--- src/rtl/mdu_issue_ctrl_pkg.sv ---
`default_nettype none
// +----------------------------------------------------------------------+
// | mdu_issue_ctrl_pkg : instr_type codes, FSM states, MDU latencies      |
// | Rev 1.0                                                              |
// +----------------------------------------------------------------------+
package mdu_issue_ctrl_pkg;

  localparam int TYPE_W_DEF   = 6;
  localparam int WDOG_MAX_DEF = 15;

  localparam logic [TYPE_W_DEF-1:0] OP_NOP   = 6'd0;
  localparam logic [TYPE_W_DEF-1:0] OP_MULT  = 6'd1;
  localparam logic [TYPE_W_DEF-1:0] OP_MULTU = 6'd2;
  localparam logic [TYPE_W_DEF-1:0] OP_DIV   = 6'd3;
  localparam logic [TYPE_W_DEF-1:0] OP_DIVU  = 6'd4;
  localparam logic [TYPE_W_DEF-1:0] OP_MTHI  = 6'd5;
  localparam logic [TYPE_W_DEF-1:0] OP_MTLO  = 6'd6;
  localparam logic [TYPE_W_DEF-1:0] OP_MFHI  = 6'd7;
  localparam logic [TYPE_W_DEF-1:0] OP_MFLO  = 6'd8;

  // Busy durations the MDU uses; shared so both sides agree on timing.
  localparam int MULT_LAT = 5;
  localparam int DIV_LAT  = 10;

  typedef enum logic [1:0] {
    ST_IDLE   = 2'd0,
    ST_ISSUED = 2'd1,
    ST_BUSY   = 2'd2
  } state_t;

  function automatic logic is_long(input logic [TYPE_W_DEF-1:0] t);
    return (t == OP_MULT) || (t == OP_MULTU) || (t == OP_DIV) || (t == OP_DIVU);
  endfunction

  function automatic logic is_mducls(input logic [TYPE_W_DEF-1:0] t);
    return is_long(t) || (t == OP_MTHI) || (t == OP_MTLO) ||
           (t == OP_MFHI) || (t == OP_MFLO);
  endfunction

endpackage
`default_nettype wire

--- src/rtl/mdu_issue_ctrl_if.sv ---
`default_nettype none
// +----------------------------------------------------------------------+
// | mdu_issue_ctrl_if : E/D-stage, MDU start/busy and stall signals       |
// | Optional counters under MDU_STALL_PERF_EN.  Rev 1.0                   |
// +----------------------------------------------------------------------+
interface mdu_issue_ctrl_if #(
  parameter int TYPE_W = 6
) ();

  logic              Req;
  logic              e_valid;
  logic [TYPE_W-1:0] e_instr_type;
  logic              d_valid;
  logic [TYPE_W-1:0] d_instr_type;
  logic              mdu_busy;
  logic              mdu_start;
  logic [TYPE_W-1:0] mdu_instr_type;
  logic              stall_d;
  logic              mdu_err;
`ifdef MDU_STALL_PERF_EN
  logic [31:0]       stall_cycles;
  logic [31:0]       mdu_ops;
`endif

  modport master (
    input  Req, e_valid, e_instr_type, d_valid, d_instr_type, mdu_busy,
    output mdu_start, mdu_instr_type, stall_d, mdu_err
`ifdef MDU_STALL_PERF_EN
    , output stall_cycles, mdu_ops
`endif
  );

  modport slave (
    output Req, e_valid, e_instr_type, d_valid, d_instr_type, mdu_busy,
    input  mdu_start, mdu_instr_type, stall_d, mdu_err
`ifdef MDU_STALL_PERF_EN
    , input stall_cycles, mdu_ops
`endif
  );

endinterface
`default_nettype wire

--- src/rtl/mdu_issue_ctrl_wdog.sv ---
`default_nettype none
// +----------------------------------------------------------------------+
// | mdu_issue_ctrl_wdog : saturating cycle counter with limit trip        |
// | Rev 1.0                                                              |
// +----------------------------------------------------------------------+
module mdu_issue_ctrl_wdog #(
  parameter int CNT_W = 4
) (
  input  wire logic             clk,
  input  wire logic             rst,
  input  wire logic             i_clr,
  input  wire logic             i_en,
  input  wire logic [CNT_W-1:0] i_limit,
  output logic                  o_trip
);

  logic [CNT_W-1:0] r_cnt;

  always_ff @(posedge clk) begin
    if (rst || i_clr) begin
      r_cnt <= '0;
    end else if (i_en && (r_cnt != i_limit)) begin
      r_cnt <= r_cnt + CNT_W'(1);
    end
  end

  assign o_trip = i_en & (r_cnt == i_limit);

endmodule
`default_nettype wire

--- src/rtl/mdu_issue_ctrl.sv ---
`default_nettype none
// +----------------------------------------------------------------------+
// | mdu_issue_ctrl : E-stage MDU start/busy initiator and D-stage stall   |
// | Optional stall/op counters under MDU_STALL_PERF_EN.  Rev 1.0          |
// +----------------------------------------------------------------------+
module mdu_issue_ctrl
  import mdu_issue_ctrl_pkg::*;
#(
  parameter int TYPE_W   = TYPE_W_DEF,
  parameter int WDOG_MAX = WDOG_MAX_DEF
) (
  input  wire logic       clk,
  input  wire logic       reset,
  mdu_issue_ctrl_if.master bus
);

  localparam int c_WDOG_W = (WDOG_MAX < 2) ? 1 : $clog2(WDOG_MAX + 1);

  state_t r_state;
  state_t w_state_nxt;
  logic   r_err;
  logic   w_e_live;
  logic   w_e_long;
  logic   w_proto_err;
  logic   w_err_trip;
  logic   w_start;
  logic   w_stall;
  logic   w_wdog_en;
  logic   w_wdog_trip;

  assign w_e_live    = bus.e_valid & ~bus.Req & ~reset;
  assign w_e_long    = bus.e_valid & is_long(bus.e_instr_type);
  assign w_proto_err = (w_e_long & (r_state != ST_IDLE)) |
                       (bus.mdu_busy & (r_state == ST_IDLE));
  assign w_err_trip  = w_proto_err | w_wdog_trip;
  assign w_start     = w_e_live & w_e_long & (r_state == ST_IDLE) & ~w_err_trip;

  // Stall covers the start cycle too, before the MDU has raised busy.
  assign w_stall = ~reset & bus.d_valid & is_mducls(bus.d_instr_type) &
                   (w_start | (r_state != ST_IDLE) | bus.mdu_busy);

  assign w_wdog_en = (r_state == ST_BUSY) & bus.mdu_busy;

  mdu_issue_ctrl_wdog #(
    .CNT_W (c_WDOG_W)
  ) u_wdog (
    .clk     (clk),
    .rst     (reset),
    .i_clr   (~w_wdog_en),
    .i_en    (w_wdog_en),
    .i_limit (c_WDOG_W'(WDOG_MAX)),
    .o_trip  (w_wdog_trip)
  );

  always_comb begin
    w_state_nxt = r_state;
    case (r_state)
      ST_IDLE:   if (w_start) w_state_nxt = ST_ISSUED;
      ST_ISSUED: w_state_nxt = bus.mdu_busy ? ST_BUSY : ST_IDLE;
      ST_BUSY:   if (w_wdog_trip || !bus.mdu_busy) w_state_nxt = ST_IDLE;
      default:   w_state_nxt = ST_IDLE;
    endcase
  end

  always_ff @(posedge clk) begin
    if (reset) begin
      r_state <= ST_IDLE;
      r_err   <= 1'b0;
    end else begin
      r_state <= w_state_nxt;
      r_err   <= r_err | w_err_trip;
    end
  end

  assign bus.mdu_start      = w_start;
  assign bus.mdu_instr_type = w_e_live ? bus.e_instr_type : TYPE_W'(OP_NOP);
  assign bus.stall_d        = w_stall;
  assign bus.mdu_err        = r_err & ~reset;

`ifdef MDU_STALL_PERF_EN
  logic [31:0] r_stall_cycles;
  logic [31:0] r_mdu_ops;

  always_ff @(posedge clk) begin
    if (reset) begin
      r_stall_cycles <= '0;
      r_mdu_ops      <= '0;
    end else begin
      if (w_stall && (r_stall_cycles != '1)) r_stall_cycles <= r_stall_cycles + 32'd1;
      if (w_start && (r_mdu_ops != '1))      r_mdu_ops      <= r_mdu_ops + 32'd1;
    end
  end

  assign bus.stall_cycles = r_stall_cycles;
  assign bus.mdu_ops      = r_mdu_ops;
`endif

endmodule
`default_nettype wire
--- src/flat_wrapper.sv ---
// flat-port wrapper written by rule: the top's interface ports become plain ports
module mdu_issue_ctrl_flat import mdu_issue_ctrl_pkg::*;
#(
  parameter int TYPE_W   = TYPE_W_DEF,
  parameter int WDOG_MAX = WDOG_MAX_DEF
)
  (clk, reset, bus_Req, bus_e_valid, bus_e_instr_type, bus_d_valid, bus_d_instr_type, bus_mdu_busy, bus_mdu_start, bus_mdu_instr_type, bus_stall_d, bus_mdu_err);
  mdu_issue_ctrl_if #(.TYPE_W(TYPE_W)) bus_i ();
  input  wire logic clk;
  input  wire logic reset;
  input wire logic [$bits(bus_i.Req)-1:0] bus_Req;
  input wire logic [$bits(bus_i.e_valid)-1:0] bus_e_valid;
  input wire logic [$bits(bus_i.e_instr_type)-1:0] bus_e_instr_type;
  input wire logic [$bits(bus_i.d_valid)-1:0] bus_d_valid;
  input wire logic [$bits(bus_i.d_instr_type)-1:0] bus_d_instr_type;
  input wire logic [$bits(bus_i.mdu_busy)-1:0] bus_mdu_busy;
  output wire logic [$bits(bus_i.mdu_start)-1:0] bus_mdu_start;
  output wire logic [$bits(bus_i.mdu_instr_type)-1:0] bus_mdu_instr_type;
  output wire logic [$bits(bus_i.stall_d)-1:0] bus_stall_d;
  output wire logic [$bits(bus_i.mdu_err)-1:0] bus_mdu_err;
  assign bus_i.Req = bus_Req;
  assign bus_i.e_valid = bus_e_valid;
  assign bus_i.e_instr_type = bus_e_instr_type;
  assign bus_i.d_valid = bus_d_valid;
  assign bus_i.d_instr_type = bus_d_instr_type;
  assign bus_i.mdu_busy = bus_mdu_busy;
  assign bus_mdu_start = bus_i.mdu_start;
  assign bus_mdu_instr_type = bus_i.mdu_instr_type;
  assign bus_stall_d = bus_i.stall_d;
  assign bus_mdu_err = bus_i.mdu_err;
  mdu_issue_ctrl #(.TYPE_W(TYPE_W), .WDOG_MAX(WDOG_MAX)) u_core (.clk(clk), .reset(reset), .bus(bus_i));
endmodule
--- config.mk ---
export PLATFORM = sky130hd
export DESIGN_NAME = mdu_issue_ctrl_flat
export DESIGN_NICKNAME = d
export VERILOG_FILES = /design/src/rtl/mdu_issue_ctrl_pkg.sv /design/src/rtl/mdu_issue_ctrl_if.sv /design/src/rtl/mdu_issue_ctrl_wdog.sv /design/src/rtl/mdu_issue_ctrl.sv /design/src/flat_wrapper.sv
export SDC_FILE = /design/constraint.sdc
export NUM_CORES = 1
export LEC_CHECK = 0
export CORE_UTILIZATION = 41
export CTS_CLUSTER_DIAMETER = 200
export CTS_CLUSTER_SIZE = 24
export DETAILED_ROUTE_END_ITERATION = 12
export DONT_BUFFER_PORTS = 1
export GPL_ROUTABILITY_DRIVEN = 0
export PLACE_DENSITY = 0.57
export RECOVER_POWER = 100
export SKIP_CTS_REPAIR_TIMING = 1
export SYNTH_ARGS = -nofsm -noshare
export SYNTH_HDL_FRONTEND = slang
export SYNTH_HIERARCHICAL = 1
export SYNTH_SLANG_ARGS = --single-unit
--- constraint.sdc ---
create_clock -name clk -period 2.2 [get_ports clk]
set_clock_uncertainty 0.15 [all_clocks]
set_input_delay 0.44 -clock clk [delete_from_list [all_inputs] [get_ports clk]]
set_output_delay 0.44 -clock clk [all_outputs]
set_load 0.02 [all_outputs]
==> impl_metrics.ini, run 1 <==
[floorplan]
ios = 27
start_util_pct = 44.33
coreArea_mm2 = 0.001301
row_count = 13
die-width_um = 39.51
die-area_mm2 = 0.001561
die_h_um = 39.51

[worst_setup_path]
path_cells = xor2_2 -> nor4_2 -> and2_4 -> nor4_4 -> o2111a_2 -> o211a_4
critical_path.startpoint = u_core/u_wdog/r_cnt[1]$_SDFFE_PP0P_
endpoint_kind = output pin
reg2reg_to = u_core/u_wdog/r_cnt[3]$_SDFFE_PP0P_
r2r-start = u_core/u_wdog/r_cnt[0]$_SDFFE_PP0P_
reg2reg_slack_ps = 630
crit_fanout = 3
crit_path_start_kind = flip-flop
worst_ep_arrival_time_ps = 1580
slowest_delay_ps = 360
reg2reg_depth = 5
required_ps = 1610
cp-endpoint = bus_stall_d
cp_slowest_cell = dfxtp_4
path_class = reg2out

[routing]
via_per_inst = 5.522
drt_iter0_drc = 9
dr.pass1.iters = 4
drc_errors = 0
routed_wl_um = 1207
vias = 508
final_antenna_net_count = 0
wire_per_inst_um = 13.12

[global_route]
grt_pass1_vias = 385
grt_max_degree = 8
grt_use_total_pct = 14.98
antenna_found_initial = 0
grt-ovfl-total = 0
grt_pass1_wl_um = 1552

[power]
p_sw_share_pct = 23.74
p_leak_nw = 0.2924
p_clk_share_pct = 39.4
power_frac_seq_pct = 44.5
power_frac_comb_pct = 16.1
p_sw_uw = 67.67
ir_worst_vdd_mv = 0.2844
power_density_mw_per_mm2 = 368.6
p_int_uw = 217.3

[layout]
layout.nets = 97
fin_util_pct = 59.42
drive_above_1_share_pct = 42.86
final_common_cell = buf_4
antenna_cells = 0
area_delta_synth_final_pct = 34.06
layout_common_cells = buf_4 (11), and2_1 (6), nor2_1 (4), conb_1 (4)
fin_area_um2 = 773.2

[clock_network]
cts-buffers-inserted = 3
cts-root-buf = clkbuf_4
cts.htree.levels = 1
clockBufferDepth = 2
clock_latency_ps = 240
clk_pin_slew_ps = 50
cts_tree = yes
cts.sinks = 7

[sta]
setup_viol = 0
hold_violations = 0
min_period_over_period_pct = 98.43
min_period_ps = 2165
clock.fmax_mhz = 461.8
slew_viol_final = 0
rsz0062_at_grt = yes

[placement]
io_buffers = 0
dp_hpwl_um = 868
place_area_um2 = 651.9

[synthesis]
yosysWarnings = 6
yosys.area_share.simple_pct = 36.44
ys_seq_area_share_pct = 24.30
netlist_area_um2 = 576.8
synthXorXnorAreaFrac_pct = 13.02
synthAdderAreaFrac_pct = 2.169
synth_cell_types = 32
synthMuxAreaShare_pct = 1.735
synth.avg_cell_area_um2 = 9.776
synth_compound_area_share_pct = 20.39
syn-instance-count = 59
synth-seq-cells = 7
synth_top_family_by_area = simple AND/OR/NAND/NOR gates

[hold_path]
hold_path.class = in2reg

[job]
drv_cap = 0

[outcome]
status = completed
-- cells in the mapped netlist (all sizes together) --
cell type	count	area [µm²]
nor4	2	27.53
xnor2	1	8.760
or3	3	18.77
o21ai	3	15.01
nor3	1	5.000
o2111a	2	23.77
o211a	1	10.01
nand2	1	3.750
nor4b	2	32.53
and2	7	43.79
nor2	4	15.01
o21ba	1	10.01
nor3b	3	33.78
or2	1	6.260
ha	1	12.51
a211oi	1	7.510
conb	1	3.750
xor2	5	66.32
o41ai	1	27.53
dfxtp	7	140.1
inv	2	7.510
a21oi	3	15.01
nand3	2	10.01
o221ai	1	8.760
nor2b	1	6.260
mux2i	1	10.01
nand3b	1	7.510
-- worst min path at each step --
stage	startpoint	to	slack (ps)	cells past startpoint
floorplan	u_core/u_wdog/r_cnt[1]$_SDFFE_PP0P_	u_core/u_wdog/r_cnt[1]$_SDFFE_PP0P_	340	2
global placement	u_core/u_wdog/r_cnt[3]$_SDFFE_PP0P_	u_core/u_wdog/r_cnt[3]$_SDFFE_PP0P_	350	2
detailed placement	u_core/u_wdog/r_cnt[3]$_SDFFE_PP0P_	u_core/u_wdog/r_cnt[3]$_SDFFE_PP0P_	360	2
CTS	reset	u_core/r_err$_SDFF_PP0_	110	1
global route	reset	u_core/r_err$_SDFF_PP0_	110	1
finish	reset	u_core/r_err$_SDFF_PP0_	120	1
-- critical path: cells and delay by family (launching register included) --
kind | cells | cell delay (ps)
xor gates and xnor gates | 1 | 70
AOI/OAI and AO/OA | 2 | 390
and+or+nand+nor | 3 | 510
DFF | 1 | 360
-- kinds of logic (layout without fill, tap and decap cells) --
kind of cell | Yosys count | count (layout)
and+or+nand+nor | 28 | 28
AOI/OAI and AO/OA | 13 | 13
DFF | 7 | 7
xor gates and xnor gates | 6 | 6
buffers and inverters | 2 | 17
adders and majority gates | 1 | 1
other | 1 | 4
muxes | 1 | 1
-- power by group through the flow --
| stage | clock, mW | combinational (mW) | sequential [mW] |
|---|---|---|---|
| 6_report | 0.112 | 0.0460 | 0.127 |
| 4_1_cts | 0.120 | 0.0354 | 0.129 |
| 5_1_grt | 0.128 | 0.0493 | 0.127 |
| 3_5_place_dp | 0 | 0.0354 | 0.132 |
| 3_3_place_gp | 0 | 0.0355 | 0.132 |
| 2_1_floorplan | 0 | 0.0301 | 0.131 |
-- sequential cells by signal (all words and copies together), names as in the netlist --
signal and flops:
u_core/u_wdog/r_cnt 4, u_core/r_state 2, u_core/r_err 1
-- stage by stage --
stage | power (mW) | worst slack [ps] | setup TNS (ps) | cells | hold WS, ps
final | 0.2850 | 34.63 | 0 | 92 | 120.0
after global routing | 0.3037 | -36.79 | -36.79 | 92 | 108.2
after CTS | 0.2845 | -142.5 | -180.5 | 87 | 106.0
after detailed placement | 0.1669 | 133.1 | 0 | 83 | 359.1
after global placement | 0.1672 | 138.3 | 0 | 83 | 354.1
after floorplan | 0.1615 | 68.13 | 0 | 62 | 340.4
-- final cells by class --
class                   instances  area (µm²)
clock buffers                   4       26.28
repair buffers                 11       82.58
multi-input cells              53       486.7
well taps                      15       18.77
inverters                       2       7.507
flip-flops and latches          7       151.4
fillers                       122       528.0
-- per-layer routing --
layer | up-vias | share of wire, % | global-route usage, %
met1 | 239 | 42 | 19.18
li1 | 252 | - | -
met5 | - | 0 | 0
met2 | 15 | 52 | 21.72
met4 | 0 | 0.50 | 7.759
met3 | 2 | 5.1 | 5.114
Power figures use the tool's default switching activity.
==> run 2, diff against run 1 <==
Clock period 2.2 ns to 2.45 ns, I/O delays scaled along.
==> impl_metrics.ini, run 2 (synthesis results as in run 1) <==
[outcome]
status = completed

[global_route]
use_met2_pct = 20.08
grt_pass1_vias = 362
antenna_found_initial = 0
met3_usage_pct = 3.977
grt-ovfl-total = 0
grt_use_total_pct = 14.52
grt_pass1_wl_um = 1476
use_met1_pct = 18.90
grt_max_degree = 8
gr-max-usage-layer = met2

[worst_setup_path]
path_class = reg2out
slowest_delay_ps = 360
critPathTopFamily = simple AND/OR/NAND/NOR gates
cp_slowest_cell = dfxtp_2
crit_path_start_kind = flip-flop
endpoint_kind = output pin
crit_fanout = 6
worst_ep_arrival_time_ps = 1780
required_ps = 1810
critPathBufInv = 1
path_cells = nand3b_1 -> inv_1 -> and2_4 -> nor4_4 -> o2111a_2 -> o211a_4

[floorplan]
row_count = 13
die_h_um = 39.51
ios = 27
coreArea_mm2 = 0.001301
die-area_mm2 = 0.001561
die-width_um = 39.51
start_util_pct = 44.33

[clock_network]
cts-buffers-inserted = 3
clk_pin_slew_ps = 60
cts_tree = yes
clock_latency_ps = 240
cts.sinks = 7
cts-root-buf = clkbuf_4
clockBufferDepth = 2
cts.htree.levels = 1

[layout]
reg_top3 = u_core/u_wdog/r_cnt x4, u_core/r_state x2, u_core/r_err x1
area_delta_synth_final_pct = 29.50
largest_register_ffs = 4
layout_common_cells = and2_1 (6), buf_4 (6), nor2_1 (4), conb_1 (4)
fin_area_um2 = 747.0
antenna_cells = 0
fin_util_pct = 57.40
layout.nets = 92
drive_above_1_share_pct = 37.50
largest_register = u_core/u_wdog/r_cnt

[sta]
clock.fmax_mhz = 413.4
rsz0062_at_grt = yes
hold_violations = 0
whs_ps = 157.9
min_period_over_period_pct = 98.73
setup_viol = 0
slew_viol_final = 0
min_period_ps = 2419

[routing]
drc_errors = 0
final_antenna_net_count = 0
drt_iter0_drc = 10
dr.pass1.iters = 4
via_per_inst = 5.471
vias = 476
routed_wl_um = 1118
wire_per_inst_um = 12.85

[hold_path]
hold_path.class = in2reg

[placement]
dp_hpwl_um = 828.8
place_area_um2 = 636.9
io_buffers = 0

[job]
drv_cap = 0

[power]
p_leak_nw = 0.2704
ir_worst_vdd_mv = 0.3436
total_power_uw = 257.2
power_density_mw_per_mm2 = 344.3
[run 2: path summary, 6_finish.rpt]
path                                             from                             endpoint  slack, ps  cells past startpoint
setup / recovery       u_core/r_state[1]$_SDFFE_PP0P_                          bus_stall_d         30                      6
hold reg to reg   u_core/u_wdog/r_cnt[1]$_SDFFE_PP0P_  u_core/u_wdog/r_cnt[1]$_SDFFE_PP0P_        380                      2
hold / removal                                  reset       u_core/r_state[1]$_SDFFE_PP0P_        160                      1
setup reg to reg       u_core/r_state[1]$_SDFFE_PP0P_       u_core/r_state[0]$_SDFFE_PP0P_        940                      6
[run 2: final cells by class]
| type | count | area (µm²) |
|---|---|---|
| tap | 15 | 18.77 |
| fill | 117 | 554.3 |
| sequential | 7 | 151.4 |
| clock buffer | 4 | 26.28 |
| inverter | 2 | 7.507 |
| multi-input combinational | 53 | 498.0 |
| timing repair buffer | 6 | 45.04 |
[run 2: power by group]
part / internal (mW) / leakage (nW) / switching [mW]
Clock: 0.0622 / 0.0150 / 0.0424
Sequential: 0.113 / 0.0599 / 0.000553
Combinational: 0.0185 / 0.196 / 0.0207
Total: 0.193 / 0.270 / 0.0637
[run 2: stage by stage]
stage / setup WS [ps] / instances / TNS (ps)
floorplan: 268.1 / 62 / 0
global placement: 208.9 / 81 / 0
detailed placement: 183.6 / 81 / 0
CTS: -74.94 / 85 / -74.94
global route: -40.97 / 87 / -40.97
finish: 31.13 / 87 / 0
[run 2: per-layer routing]
| metal | up-vias | routed length [µm] |
|---|---|---|
| li1 | 236 | - |
| met1 | 225 | 527 |
| met2 | 13 | 530 |
| met3 | 2 | 45 |
| met4 | 0 | 14 |
| met5 | - | 0 |
